`src/rtl/singlecycle_pkg.sv`:
```
// rtl/singlecycle_pkg.sv - shared types for the single-cycle core and its ALU request arbiter
//
// Purpose : ALU opcode enum, arbiter FSM state enum and arbiter limits.
// Ports   : none (package).
package singlecycle_pkg;

    typedef enum logic [3:0] {
        ALU_ADD  = 4'd0,
        ALU_SUB  = 4'd1,
        ALU_SLL  = 4'd2,
        ALU_SLT  = 4'd3,
        ALU_SLTU = 4'd4,
        ALU_XOR  = 4'd5,
        ALU_SRL  = 4'd6,
        ALU_SRA  = 4'd7,
        ALU_OR   = 4'd8,
        ALU_AND  = 4'd9
    } ALUSel_e;

    typedef enum logic [1:0] {
        S_IDLE = 2'd0,
        S_EXEC = 2'd1,
        S_RESP = 2'd2
    } arb_state_e;

    localparam int ALU_ARB_MAX_REQ = 8;

endpackage

```
`src/rtl/rr_arbiter.sv`:
```
// rtl/rr_arbiter.sv - combinational round-robin arbiter
//
// Purpose : picks the first asserted request at or after i_ptr, wrapping around.
// Ports   : i_req   request vector
//           i_ptr   index with highest priority this cycle
//           i_en    grant enable; no grant when low
//           o_grant one-hot grant (zero when nothing granted)
//           o_idx   encoded index of the grant (0 when nothing granted)
module rr_arbiter #(
    parameter  int NUM_REQ = 2,
    localparam int IW      = $clog2(NUM_REQ)
) (
    input  logic [NUM_REQ-1:0] i_req,
    input  logic [IW-1:0]      i_ptr,
    input  logic               i_en,
    output logic [NUM_REQ-1:0] o_grant,
    output logic [IW-1:0]      o_idx
);

    logic          w_found;
    logic [IW-1:0] w_cand;

    always_comb begin
        o_grant = '0;
        o_idx   = '0;
        w_found = 1'b0;
        w_cand  = '0;
        for (int k = 0; k < NUM_REQ; k++) begin
            // Walk the requesters starting at the pointer so the most recent
            // winner gets lowest priority next time.
            w_cand = IW'((int'(i_ptr) + k) % NUM_REQ);
            if (i_en && !w_found && i_req[w_cand]) begin
                o_grant[w_cand] = 1'b1;
                o_idx           = w_cand;
                w_found         = 1'b1;
            end
        end
    end

endmodule

```
`src/rtl/alu_req_arbiter.sv`:
```
// rtl/alu_req_arbiter.sv - shares one combinational ALU between NUM_REQ requesters
//
// Purpose : round-robin accepts a request, drives the ALU from registered
//           operands for one cycle, captures the result and holds it for
//           the owning requester until it is accepted.
// Ports   : i_clk, i_rst_n                      clock, async active-low reset
//           i_req_valid/o_req_ready             per-requester request handshake
//           i_req_operand_a/_b, i_req_alu_op    per-requester request payload
//           o_rsp_valid/i_rsp_ready             per-requester response handshake
//           o_rsp_res                           shared response data
//           o_alu_operand_a/_b, o_alu_op        to the shared ALU
//           i_alu_res                           from the shared ALU
module alu_req_arbiter
    import singlecycle_pkg::*;
#(
    parameter  int NUM_REQ = 2,
    localparam int IW      = $clog2(NUM_REQ)
) (
    input  logic                      i_clk,
    input  logic                      i_rst_n,
    input  logic [NUM_REQ-1:0]        i_req_valid,
    input  logic [NUM_REQ-1:0][31:0]  i_req_operand_a,
    input  logic [NUM_REQ-1:0][31:0]  i_req_operand_b,
    input  ALUSel_e [NUM_REQ-1:0]     i_req_alu_op,
    output logic [NUM_REQ-1:0]        o_req_ready,
    output logic [NUM_REQ-1:0]        o_rsp_valid,
    input  logic [NUM_REQ-1:0]        i_rsp_ready,
    output logic [31:0]               o_rsp_res,
    output logic [31:0]               o_alu_operand_a,
    output logic [31:0]               o_alu_operand_b,
    output ALUSel_e                   o_alu_op,
    input  logic [31:0]               i_alu_res
);

    arb_state_e    r_state;
    arb_state_e    w_state_nxt;
    logic [IW-1:0] r_rr_ptr;
    logic [IW-1:0] r_owner;
    logic [31:0]   r_op_a;
    logic [31:0]   r_op_b;
    ALUSel_e       r_op;
    logic [31:0]   r_res;

    logic [NUM_REQ-1:0] w_grant;
    logic [IW-1:0]      w_idx;
    logic               w_owner_ack;
    logic               w_window;
    logic               w_accept;
    logic [NUM_REQ-1:0] w_rsp_valid;

    // Only the owner's ready bit completes a response.
    assign w_owner_ack = (r_state == S_RESP) && i_rsp_ready[r_owner];

    // Accepting while the current response retires gives one transaction
    // every two cycles. Gating with reset keeps o_req_ready low in reset.
    assign w_window = i_rst_n && ((r_state == S_IDLE) || w_owner_ack);

    rr_arbiter #(.NUM_REQ(NUM_REQ)) u_rr_arbiter (
        .i_req   (i_req_valid),
        .i_ptr   (r_rr_ptr),
        .i_en    (w_window),
        .o_grant (w_grant),
        .o_idx   (w_idx)
    );

    assign w_accept = |w_grant;

    always_ff @(posedge i_clk or negedge i_rst_n) begin
        if (!i_rst_n) begin
            r_state <= S_IDLE;
        end else begin
            r_state <= w_state_nxt;
        end
    end

    always_comb begin
        w_state_nxt = r_state;
        case (r_state)
            S_IDLE:  if (w_accept) w_state_nxt = S_EXEC;
            S_EXEC:  w_state_nxt = S_RESP;
            S_RESP:  if (w_owner_ack) w_state_nxt = w_accept ? S_EXEC : S_IDLE;
            default: w_state_nxt = S_IDLE;
        endcase
    end

    always_ff @(posedge i_clk or negedge i_rst_n) begin
        if (!i_rst_n) begin
            r_rr_ptr <= '0;
            r_owner  <= '0;
            r_op_a   <= '0;
            r_op_b   <= '0;
            r_op     <= ALU_ADD;
            r_res    <= '0;
        end else begin
            if (w_accept) begin
                r_op_a   <= i_req_operand_a[w_idx];
                r_op_b   <= i_req_operand_b[w_idx];
                r_op     <= i_req_alu_op[w_idx];
                r_owner  <= w_idx;
                r_rr_ptr <= (w_idx == IW'(NUM_REQ - 1)) ? '0 : w_idx + IW'(1);
            end
            if (r_state == S_EXEC) begin
                r_res <= i_alu_res;
            end
        end
    end

    always_comb begin
        w_rsp_valid = '0;
        if (r_state == S_RESP) begin
            w_rsp_valid[r_owner] = 1'b1;
        end
    end

    assign o_req_ready     = w_grant;
    assign o_rsp_valid     = w_rsp_valid;
    assign o_rsp_res       = r_res;
    assign o_alu_operand_a = r_op_a;
    assign o_alu_operand_b = r_op_b;
    assign o_alu_op        = r_op;

endmodule

```
`config.mk`:
```
export PLATFORM = sky130hd
export DESIGN_NAME = alu_req_arbiter
export DESIGN_NICKNAME = d
export VERILOG_FILES = /design/src/rtl/singlecycle_pkg.sv /design/src/rtl/rr_arbiter.sv /design/src/rtl/alu_req_arbiter.sv
export SDC_FILE = /design/constraint.sdc
export NUM_CORES = 1
export LEC_CHECK = 0
export CAP_MARGIN = 20
export CORE_ASPECT_RATIO = 1.2
export CORE_MARGIN = 4
export CORE_UTILIZATION = 38
export CTS_CLUSTER_DIAMETER = 120
export DETAILED_ROUTE_END_ITERATION = 8
export GPL_ROUTABILITY_DRIVEN = 0
export PLACE_DENSITY = 0.85
export REMOVE_ABC_BUFFERS = 1
export SLEW_MARGIN = 15
export SYNTH_ARGS = -nofsm -noshare
export SYNTH_HDL_FRONTEND = slang
export SYNTH_SLANG_ARGS = --single-unit
```
`constraint.sdc`:
```
create_clock -name i_clk -period 2.7 [get_ports i_clk]
set_clock_uncertainty 0.05 [all_clocks]
set_input_delay 0.81 -clock i_clk [delete_from_list [all_inputs] [get_ports i_clk]]
set_output_delay 0.81 -clock i_clk [all_outputs]
set_load 0.03 [all_outputs]
```
Word-level counts from Yosys, hierarchy flattened. Cells that the tools add are included.

Multipliers: 0. Mux-type cells: 29. Eq/ne operators: 4. Add/subtract/negate cells: 2. Reductions and logical operators: 13. Div/mod/pow operators: 0. Bitwise gates (word level): 1. Shift operators: 0. Magnitude comparators: 7.

Operators by type and width (count): $mux 32 (4); $mux 1 (14); $mux 2 (5); $logic_and 1x1->1 (8); $lt 1x2->1 const B (4); $mux 4 (2); $pmux 2 s3 (1); $ne 2x2->1 const B (2); $demux 1 s1 (3); $ge 1x1->1 const B (3); $add 1x1->1 const B (2); $eq 2x1->1 const B (1); $eq 2x2->1 const B (1); $logic_not 2->1 (1); $or 2x2->2 (1); $reduce_and 2->1 (1); $reduce_or 2->1 (1); $logic_not 1->1 (1); $logic_or 1x1->1 (1).

Logic and storage cells: 63. Bits of input ports: 174. Memory bits (writable): 0. Memories: 0. Output and inout port bits: 104. Bits in registers: 104. Latch bits: 0. Bits in read-only memories: 0.

Logic depth before layout (Yosys ltp).
Word-level depth: 15. Depth in mapped cells: 6. Mapped depth without buffers: 4.

Hierarchy. Synthesis repeated with hierarchy kept, for this count alone.

Cells, all modules: 398. Area total of the unflattened synthesis: 4631.9 sq um.

By module, submodules not included: alu_req_arbiter (times used 1, sequential area each 2602.5 sq um, area each 4605.7 sq um, cells each 392); rr_arbiter (times used 1, sequential area each 0.0 sq um, area each 26.3 sq um, cells each 6).

Least setup slack after synthesis. OpenSTA, ideal clock, no wires.

Path kind: input to output. Start point: input port i_req_valid[1]. End point: output port o_req_ready[0]. Required time: 1.840 ns. Slack: 0.070 ns. Stages on the path: 4. Buffers on the path: 2. Arrival time: 1.770 ns. Cell sequence: buf_2 > a21bo_2 > clkbuf_1 > nor2_1.

Word-level cells in the longest chain between the ends: 8. Elaborated cells between the ends (all ways): 12. Classes of those cells: mux: 7; bitwise: 1; reduce/logical: 4.

Ends and longest elaborated chain: from (decl) (RTL line alu_req_arbiter.sv:21) `input logic [NUM_REQ-1:0] i_req_valid,`; $mux 1 (implied by the code) (2 in a row) (RTL line rr_arbiter.sv:32) `if (i_en && !w_found && i_req[w_cand]) begin`; $logic_and 1x1->1 (RTL line rr_arbiter.sv:32); $mux 1 (RTL line rr_arbiter.sv:32); $logic_not 1->1 (RTL line rr_arbiter.sv:32); $logic_and 1x1->1 (2 in a row) (RTL line rr_arbiter.sv:32); $mux 2 * (RTL line rr_arbiter.sv:32); to (decl) (RTL line alu_req_arbiter.sv:25) `output logic [NUM_REQ-1:0] o_req_ready,`.

Mark *: on every way between the ends. The rest lies on a longest branch, timed or not. The select of a mux whose other input is x is not followed.

Worst setup path in the final report.
Start point: input port i_rsp_ready[0]. End point: output port o_req_ready[1].

Word-level cells in the longest chain between the ends: 11. Elaborated cells between the ends (all ways): 13. Classes of those cells: mux: 5; bitwise: 1; reduce/logical: 7.

Ends and longest elaborated chain: from (decl) (RTL line alu_req_arbiter.sv:27) `input logic [NUM_REQ-1:0] i_rsp_ready,`; $mux 1 (implied by the code) * (2 in a row) (RTL line alu_req_arbiter.sv:52) `assign w_owner_ack = (r_state == S_RESP) && i_rsp_ready[r_owner];`; $logic_and 1x1->1 * (RTL line alu_req_arbiter.sv:52); $logic_or 1x1->1 * (RTL line alu_req_arbiter.sv:56) `assign w_window = i_rst_n && ((r_state == S_IDLE) || w_owner_ack);`; $logic_and 1x1->1 * (RTL line alu_req_arbiter.sv:56); $logic_and 1x1->1 (RTL line rr_arbiter.sv:32); $mux 1 (RTL line rr_arbiter.sv:32); $logic_not 1->1 (RTL line rr_arbiter.sv:32); $logic_and 1x1->1 (2 in a row) (RTL line rr_arbiter.sv:32); $mux 2 * (RTL line rr_arbiter.sv:32).

Marked as above.

==> results.cfg <==
[global_routing]
groute.layer.met3.usage_pct = 7.374
grt_pass1_wl_mm = 23.20
grt_use_met2_pct = 36.44
antenna_found_initial = 0
grt_start_max_net_pins = 58
grt_util_met1_pct = 23.45
grt_pass1_vias = 4510
grt.busiest_layer = met2
grt_use_total_pct = 20.86
grt_overflow = 0

[worst_hold_path]
min_path_type = flop to flop
hp-start = o_alu_operand_a[13]
hold_depth = 1
hold-path-endpoint = o_alu_operand_a[13]

[drt]
routed_wl_mm = 15.37
wl_per_cell_um = 19.89
drtPass1Iterations = 4
vias = 4268
first_iter_violations = 203
antenna_left = 0
drcViolationCount = 0
viasPerCell = 5.521

[final_layout]
multiInputGateArea_um2 = 1874
syn_to_final_growth_pct = 69.43
fin_nets = 781
drive_gt1_share_pct = 16.34
antenna_cells = 0
fill_cells = 890
seqCellArea_um2 = 2603

[timing]
timing.hold.ws_ns = 0.4406
fin_crit_sh_pct = 98.02
drv_slew = 0
setup_viol = 0
max_freq_mhz = 377.8
worstMarginPinSlew_ns = 1.040
fin_crit_ns = 2.647
slew_headroom_pct = 30.51
grt_setup_unrepaired = false
hold_viol_final = 0

[power_and_ir_drop]
power_frac_seq_pct = 31.7
power_density_nw_per_um2 = 1070
swShare_pct = 40.94
combPwrFrac_pct = 54.1
power_frac_clock_pct = 14.2
p_leak_nw = 3.079
p_total_mw = 8.479
peakVddDrop_mv = 0.6680
switchingPower_mw = 3.471
p_int_mw = 5.008

[clocking]
h-tree-depth = 3
clockRootBuffer = clkbuf_16
clkSinkCount = 104
cts_made_buffers = 9
clk_pin_slew_ns = 0.06
clk_latency_ns = 0.33
hold_buffers = 0
cts_tree = built
clock_path_buffers = 2

[yosys]
yosysTopAreaCell = dfrtp_1
syn_avg_cell_area_um2 = 13.84
post-synth-top-area-fraction_pct = 55.63
synth.area.top_cells = dfrtp_1 (56%), mux2_2 (7.7%), a32oi_1 (7.1%)
synth_area_um2 = 4678
synthFlopType = dfrtp_1
synthTopCellsByCount = dfrtp_1 (104), a32oi_1 (38), mux2_2 (32), a2bb2oi_1 (30), o32ai_1 (30)
netlist_instances = 338
synth_edf_count = 0
async_flop_share_pct = 100.0
synth-seq-cells = 104
synth-warning-count = 0
seq_area_frac_synth_pct = 55.63
post-synth-top-count-cell = dfrtp_1
ys_types = 31

[floorplanning]
coreArea_um2 = 12060
ios = 278
dieArea_um2 = 14160
start_util_pct = 38.80
std_cell_rows = 44
die_x_um = 109.3
die_h_um = 129.5

[setup_path]
path_cells = dlygate4sd2_1 > mux2_4 > o21ai_4 > nor2_1 > buf_4
path_class = input port to primary output
cp_max_fo = 5
path_buf_inv = 2
cp_data_arrival_time_ns = 1.79
worst_ep_required_time_ns = 1.84
endpoint_kind = primary output
slowest_stage = mux2_4
crit_family = buffers and inverters
r2r_slack_ns = 0.87
reg2reg_depth = 5
cpPeakStageDelay_ns = 0.30
cp-start-kind = input port
r2r_end = o_alu_operand_a[14]
r2r_start = r_owner

[run_status]
status = complete, no violations

[flow_run]
cap_violations = 0

[place]
numPortBuffers = 277
hpwl_mm = 11.46
[cell type report]
| type | count | area share (%) |
|---|---|---|
| Clock buffer | 11 | 2.936 |
| Clock inverter | 5 | 0.4893 |
| Inverter | 4 | 0.1894 |
| Multi-Input combinational cell | 191 | 23.65 |
| Sequential cell | 104 | 32.83 |
| Tap cell | 161 | 2.541 |
| Timing Repair Buffer | 297 | 37.36 |
[worst max path at each step]
stage | start | endpoint | slack (ns) | depth (start not counted)
after floorplan | i_rsp_ready[0] | o_req_ready[0] | -0.89 | 3
after global placement | i_req_valid[1] | o_req_ready[0] | -0.13 | 4
after detailed placement | i_req_valid[1] | o_alu_op[1] | -0.24 | 5
after CTS | r_state[1] | o_rsp_valid[0] | 0.02 | 3
after global routing | i_rsp_ready[0] | o_req_ready[1] | 0.005 | 5
final | i_rsp_ready[0] | o_req_ready[1] | 0.05 | 5
[per-layer routing]
| layer | wire [um] | part of all wire (%) | up-vias |
|---|---|---|---|
| li1 | - | - | 1912 |
| met1 | 5545 | 36 | 2097 |
| met2 | 7802 | 51 | 227 |
| met3 | 1599 | 10 | 32 |
| met4 | 426 | 2.8 | 0 |
| met5 | 0 | 0 | - |
[placed cells by master (no fill, tap or decap), drive strengths merged]
cell           count
o32ai             30
o211a              1
clkdlybuf4s50    268
o22ai              1
mux2i              1
mux2              33
a21boi             2
nor3               2
nor2b              2
a32oi             38
nor2               2
nand2              4
inv                6
a2bb2oi           30
dlymetal6s2s       1
clkinv             2
o211ai             1
o22a               1
buf               23
a21bo              1
dfrtp            104
or2                1
dlygate4sd2        5
o21ai              2
o2bb2ai           38
clkbuf            11
nand2b             1
clkinvlp           1
[power by group through the flow]
stage | Clock, mW | Combinational, mW | Sequential (mW)
floorplan | 0 | 1.13 | 4.01
global placement | 0 | 4.53 | 2.67
detailed placement | 0 | 4.62 | 2.71
CTS | 1.24 | 4.63 | 2.69
global route | 1.30 | 4.80 | 2.78
finish | 1.20 | 4.59 | 2.69
[flip-flops by register name, indices dropped and copies added (netlist names)]
name	cells
o_alu_operand_b	32
r_state	2
r_rr_ptr	1
r_owner	1
o_rsp_res	32
o_alu_operand_a	32
o_alu_op	4
[stage by stage]
step / instances / setup slack, ns / TNS [ns] / cell area (um^2) / utilization [%]
6_report: 773 / 0.05340 / 0 / 7926 / 65.74
5_1_grt: 773 / 0.004664 / 0 / 7926 / 65.74
4_1_cts: 773 / 0.02062 / 0 / 7924 / 65.72
3_5_place_dp: 756 / -0.2425 / -8.616 / 7649 / 63.44
3_3_place_gp: 756 / -0.1343 / -4.266 / 7649 / 63.44
2_1_floorplan: 299 / -0.8858 / -2.507 / 4464 / -
[kinds of logic after synthesis]
family | Yosys count | share of synthesized area [%]
DFF | 104 | 55.63
muxes | 34 | 8.238
and+or+nand+nor | 12 | 1.284
AOI/OAI and AO/OA | 145 | 29.95
buffers and inverters | 43 | 4.894
[repair_timing]
action | in CTS | in global routing
buffers inserted | 1 | 0
setup endpoints to repair | 3 | 3
pin swaps | 2 | 1
resized for setup | 6 | 1
Power figures use the tool's default switching activity.
